## src/rtl/score_bcd_digitizer.sv

```systemverilog
// score_bcd_digitizer: sequential double-dabble binary to BCD digits with leading-zero blanking
module score_bcd_digitizer #(
  parameter int BIN_W = 14,
  parameter int NUM_DIGITS = 4
) (
  input  logic                    clk,
  input  logic                    rst_n,
  input  logic                    start,
  input  logic [BIN_W-1:0]        value,
  output logic                    busy,
  output logic                    done,
  output logic [NUM_DIGITS*4-1:0] digits,
  output logic [NUM_DIGITS-1:0]   blank,
  output logic                    overflow
);
  localparam int SW = 4*NUM_DIGITS;
  localparam int CW = $clog2(BIN_W+1);
  localparam logic [31:0] MAX = 32'(10**NUM_DIGITS - 1);
  localparam logic [NUM_DIGITS-1:0] BLANK_RST = {{(NUM_DIGITS-1){1'b1}}, 1'b0};
  typedef enum logic [1:0] {IDLE, SHIFT, FINISH} state_t;
  state_t state;
  logic [BIN_W-1:0] shift;
  logic [SW-1:0] scratch, adj;
  logic [CW-1:0] cnt;
  logic ovf_pending, hi_zero;
  logic [NUM_DIGITS-1:0] lz;
  assign busy = state != IDLE;
  always_comb begin
    adj = scratch;
    for (int i = 0; i < NUM_DIGITS; i++)
      adj[4*i+:4] = scratch[4*i+:4] >= 4'd5 ? scratch[4*i+:4] + 4'd3 : scratch[4*i+:4];
  end
  // a digit is blank only if it and every digit above it are zero; the units digit always shows
  always_comb begin
    lz = '0;
    hi_zero = 1'b1;
    for (int i = NUM_DIGITS-1; i > 0; i--) begin
      hi_zero = hi_zero && scratch[4*i+:4] == 4'd0;
      lz[i] = hi_zero;
    end
  end
  always_ff @(posedge clk) begin
    if (!rst_n) begin
      state <= IDLE;
      done <= 1'b0;
      overflow <= 1'b0;
      digits <= '0;
      blank <= BLANK_RST;
      shift <= '0;
      scratch <= '0;
      cnt <= '0;
      ovf_pending <= 1'b0;
    end else begin
      done <= 1'b0;
      case (state)
        IDLE: if (start) begin
          shift <= value;
          scratch <= '0;
          cnt <= CW'(BIN_W);
          ovf_pending <= 32'(value) > MAX;
          state <= SHIFT;
        end
        SHIFT: begin
          scratch <= {adj[SW-2:0], shift[BIN_W-1]};
          shift <= shift << 1;
          cnt <= cnt - CW'(1);
          state <= cnt == CW'(1) ? FINISH : SHIFT;
        end
        FINISH: begin
          done <= 1'b1;
          overflow <= ovf_pending;
          digits <= ovf_pending ? {NUM_DIGITS{4'd9}} : scratch;
          blank <= ovf_pending ? '0 : lz;
          state <= IDLE;
        end
        default: state <= IDLE;
      endcase
    end
  end
endmodule

```

## config.mk

```make
export PLATFORM = sky130hd
export DESIGN_NAME = score_bcd_digitizer
export DESIGN_NICKNAME = d
export VERILOG_FILES = /design/src/rtl/score_bcd_digitizer.sv
export SDC_FILE = /design/constraint.sdc
export NUM_CORES = 1
export LEC_CHECK = 0
export CORE_ASPECT_RATIO = 0.75
export CORE_UTILIZATION = 50
export CTS_CLUSTER_DIAMETER = 80
export DETAILED_ROUTE_END_ITERATION = 8
export PLACE_DENSITY = 0.75
export SETUP_SLACK_MARGIN = 0.4
export SKIP_CTS_REPAIR_TIMING = 1
export SYNTH_ARGS = -nofsm -noshare
export SYNTH_HDL_FRONTEND = slang
export SYNTH_SLANG_ARGS = --single-unit
```

## constraint.sdc

```tcl
create_clock -name clk -period 3.15 [get_ports clk]
set_input_delay 0.4725 -clock clk [delete_from_list [all_inputs] [get_ports clk]]
set_output_delay 0.4725 -clock clk [all_outputs]
set_load 0.05 [all_outputs]
```

* Word-level counts from Yosys, hierarchy flattened
Index checks and enable logic that the tools add are counted.
Operators by class: equal/unequal tests 4, mux-type cells 16, reduce and logical (&&, ||, !) cells 10, $add $sub $neg 5, $lt $le $gt $ge 5
Operators with widths (count):
- $mux W16 | 2
- $pmux W16 S2 | 1
- $pmux W14 S2 | 1
- $mux W4 | 5
- $ge A4 B3 Y1 const B | 4
- $gt A14 B14 Y1 const B | 1
- $mux W14 | 1
- $add A4 B2 Y4 const B | 3
- $logic_not A4 Y1 | 3
- $pmux W4 S2 | 1
- $eq A4 B1 Y1 const B | 1
- $mux W2 | 2
- $pmux W2 S2 | 1
- $reduce_and A2 Y1 | 2
- $reduce_bool A2 Y1 | 2
- $sub A4 B1 Y4 const B | 1
- $add A3 B2 Y3 const B | 1
- $mux W3 | 1
- $eq A2 B1 Y1 const B | 1
- $eq A2 B2 Y1 const B | 1
- $logic_and A1 B1 Y1 | 2
- $logic_not A2 Y1 | 1
- $ne A2 B2 Y1 const B | 1
- $mux W1 | 1
Word-level totals: flip-flop bits (word level) 59, word-level logic and storage cells 49

* Longest topological paths before layout
depth after elaboration 4, mapped depth 6, gate-level depth less buffers 6

* Least setup slack after synthesis
Ideal clock, no wire load.
path type flip-flop to flip-flop, start register scratch[9], end register scratch[10], arrival 1432 ps, path slack 1643 ps, cell stages (with the launch flop) 7, data required time 3076 ps, library setup time 74 ps, period minus slack after synthesis 1507 ps, path through dfxtp_1 > inv_1 > ha_1 > nand2b_1 > a21oi_1 > mux2_2 > o21ai_0
On the way: word-level cells in the longest chain between the ends 3, elaborated cells between the ends (all ways) 4, those cells by class add/sub (1); order compare (1); mux (2)
Ends and longest elaborated chain:
- start: declaration | line 23 | logic [SW-1:0] scratch, adj;
- start signal: assignment | line 64 | scratch <= {adj[SW-2:0], shift[BIN_W-1]};
- $add A4 B2 Y4 / $ge A4 B3 Y1 (equally long branches) | line 31 | adj[4*i+:4] = scratch[4*i+:4] >= 4'd5 ? scratch[4*i+:4] + 4'd3 : scratch[4*i+:4];
- $mux W4 * | line 31
- $pmux W16 S2 * | line 55 | case (state)
Every way passes the cells marked *; elsewhere a longest branch is shown, timed or not. A chain may end at the register's enable or synchronous reset.

* Worst setup path in the final report
start register state[1], end output port busy
On the way: word-level cells in the longest chain between the ends 1
Ends and longest elaborated chain:
- start: declaration | line 21 | state_t state;
- start signal: assignment | line 67 | state <= cnt == CW'(1) ? FINISH : SHIFT;
- $reduce_bool A2 Y1 | line 27 | assign busy = state != IDLE;
- end: declaration | line 10 | output logic busy,
Every way passes these cells.

==> out/results.tsv <==
stage	metric	value	unit
sta	fin_crit	2.19	ns
global_route	grt_usage	23.5	%
place	place.gp.congestion	0.807	
floorplan	die_y	65.6	um
floorplan	dieArea	5700	um2
floorplan	initial_utilization	53.6	%
worst_hold_path	min_from	digits[13]	
finish	drive_above_1_share	11.5	%
global_route	antenna_found_initial	0	
setup_path	worst_path_max_delay_cell	clkdlybuf4s50_1	
power	power.density	488	nW/um2
floorplan	io_pins	40	
setup_path	reg2reg_to	shift[2]	
route	drc	0	
sta	holdWs	0.451	ns
setup_path	critical_path_class	reg -> out	
synth	netlist_area	2700	um2
route	wl_per_cell	13.7	um
worst_hold_path	holdPathEnd	digits[13]	
finish	final_cell_mix	dfxtp_1, nand2_1, clkdlybuf4s50_1, nor2_1, nor3_1	
setup_path	worstSetupStartpointType	register	
route	vias_per_cell	5.32	
setup_path	critical_path.cell_chain	or2_2, clkdlybuf4s50_1	
synth	ys_warn_count	0	
global_route	grt_max_degree	32	
run_status	outcome	finished, final reports clean	
finish	seq_area	1160	um2
route	drtPass1Iterations	4	
floorplan	coreArea	5040	um2
setup_path	reg2reg_from	state[1]	
setup_path	reg2reg_depth	3	
setup_path	rrSetupSlack	1.27	ns
synth	syn_inst	316	
worst_hold_path	hold_class	reg -> reg	
floorplan	row_count	22	
sta	fmaxAchievable	456	MHz
clock_network	htree_levels	3	
synth	ys_types	39	
synth	synth_edf_count	0	
sta	finalClockSkew	0.00633	ns
power	peakVddDrop	0.000313	V
sta	max_slew_margin	41.1	%
setup_path	cpLargestDelayFamily	buffers and inverters	
floorplan	die-width	86.8	um
sta	slew_violations	0	
finish	multi_input_area	1390	um2
finish	utilization	65.0	%
sta	post-route-period-util	69.6	%
clock_network	cts_tree	yes	
clock_network	clkTransAtPathRegs	0.06	ns
clock_network	cts_buffer_depth	2	
synth	synthArstFlopShare	0	%
synth	seq_area_frac_synth	43.0	%
finish	fillCellCount	453	
place	dp_hpwl	3.98	mm
route	drt_iter0_markers	129	
finish	mostFrequentLayoutCell	dfxtp_1	
setup_path	crit_fanout	7	
setup_path	crit_path_end_kind	primary output	
sta	rsz0062_at_grt	no	
power	p_leak	0.00118	uW
synth	syn_nets	346	
clock_network	clk-insertion-delay-late	0.34	ns
setup_path	crit_path_max_incr_delay	0.71	ns
finish	layout.nets	380	
clock_network	cts_inserted_buffers	9	
sta	tightest_slew	0.884	ns
clock_network	clkSinkCount	58	
finish	n_antenna_cell	0	
setup_path	critPathBufInv	1	
route	antenna_left	0	
global_route	grt_pass1_vias	2127	
global_route	grt_pass1_wl	10.0	mm
run	max-cap-violations	0	
synth	avgSynthCellArea	8.54	um2
synth	ys_seq_elements	58	
route	vias	2270	
place	io_buffers	38	
setup_path	cp-startpoint	state[1]	
finish	synthToLayoutAreaGrowth	21.4	%
route	drt-total-wl	5.84	mm
sta	tns	0	ns
sta	finalSetupViolations	0	
setup_path	critPathRequiredTime	2.68	ns
clock_network	root_buffer	clkbuf_8	
power	total_power	1600	uW
sta	hold_viol	0	
global_route	overflow	0	
synth	synth_flop_cell	dfxtp_1	
setup_path	crit_arrival	1.72	ns
worst_hold_path	whs_path_depth	2	
-- layer usage --
| layer | GRT usage, % | vias to the layer above | wire length (um) |
|---|---|---|---|
| met5 | 0 | - | 0 |
| met4 | 9.58 | 0 | 85 |
| met3 | 6.78 | 8 | 326 |
| met2 | 35.1 | 51 | 2600 |
| met1 | 31.5 | 1056 | 2830 |
| li1 | - | 1155 | - |
-- worst reg2reg max path, delay by kind of cell (launching register included) --
kind	cells	cell delay [ns]
AND/OR/NAND/NOR	2	1.06
flip-flops	1	0.42
AO/OA/AOI/OAI	1	0.31
-- metrics by stage --
step / setup WS (ns) / cells / instance area (um2)
floorplan: 1.64 / 316 / 2700
global placement: 1.03 / 411 / 3090
detailed placement: 1.04 / 411 / 3090
CTS: 0.946 / 427 / 3280
global route: 0.914 / 427 / 3280
finish: 0.959 / 427 / 3280
-- worst max-delay path by stage --
stage          depth (start not counted)     endpoint  slack, ns
4_1_cts                                2         busy       0.95
3_5_place_dp                           4    shift[12]       1.04
2_1_floorplan                          6  scratch[10]       1.64
3_3_place_gp                           4    digits[3]       1.03
5_1_grt                                2         busy       0.91
6_report                               2         busy       0.96
-- layout make-up --
class                           count  share of cell area (%)
Clock inverter                      2                   0.306
Inverter                           12                    1.38
Sequential cell                    58                    35.4
Clock buffer                       14                    5.27
Tap cell                           72                    2.75
Timing Repair Buffer               41                    12.3
Multi-Input combinational cell    228                    42.6
-- synth_stat cells (2+ instances only) --
cell type | count | area [um2]
nor2_2 | 8 | 50.1
nor3_1 | 20 | 100
a21oi_1 | 19 | 95.1
nand3b_1 | 5 | 37.5
clkbuf_1 | 8 | 30.0
nand3_1 | 10 | 50.1
a211oi_1 | 2 | 15.0
buf_1 | 3 | 11.3
buf_2 | 3 | 15.0
xor2_1 | 2 | 17.5
a311oi_1 | 4 | 35.0
ha_1 | 13 | 163
buf_4 | 3 | 22.5
a21boi_0 | 5 | 37.5
o31ai_1 | 5 | 37.5
a22oi_1 | 2 | 15.0
nor2_1 | 24 | 90.1
or3_1 | 4 | 25.0
o211ai_1 | 2 | 15.0
nand2_1 | 54 | 203
o21ai_1 | 2 | 10.0
xnor2_1 | 4 | 35.0
inv_1 | 12 | 45.0
mux2_2 | 4 | 45.0
a311oi_2 | 8 | 120
o21ai_0 | 14 | 70.1
dfxtp_1 | 58 | 1160
nand2b_1 | 6 | 37.5
and2b_1 | 2 | 15.0
-- power by group --
group	total, uW	switching [uW]	internal [uW]
Clock	631	283	348
Combinational	179	107	71.9
Sequential	789	25.4	763
-- registers in the layout, summed over array words and instances (netlist names) --
signal       cells
cnt              4
ovf_pending      1
digits          16
shift           14
state            2
overflow         1
scratch         16
blank            3
done             1
-- logic make-up (layout without fill, tap and decap cells) --
group,after synthesis,count (layout),share of synthesized area [%]
AO/OA/AOI/OAI,64,64,17.0
XOR/XNOR,6,6,1.95
adder cells (fa/ha/maj),13,13,6.03
buffers and inverters,30,69,5.33
flip-flops,58,58,43.0
multiplexers,4,4,1.67
other,1,1,0.139
AND/OR/NAND/NOR,140,140,24.9
Power figures use the tool's default switching activity.
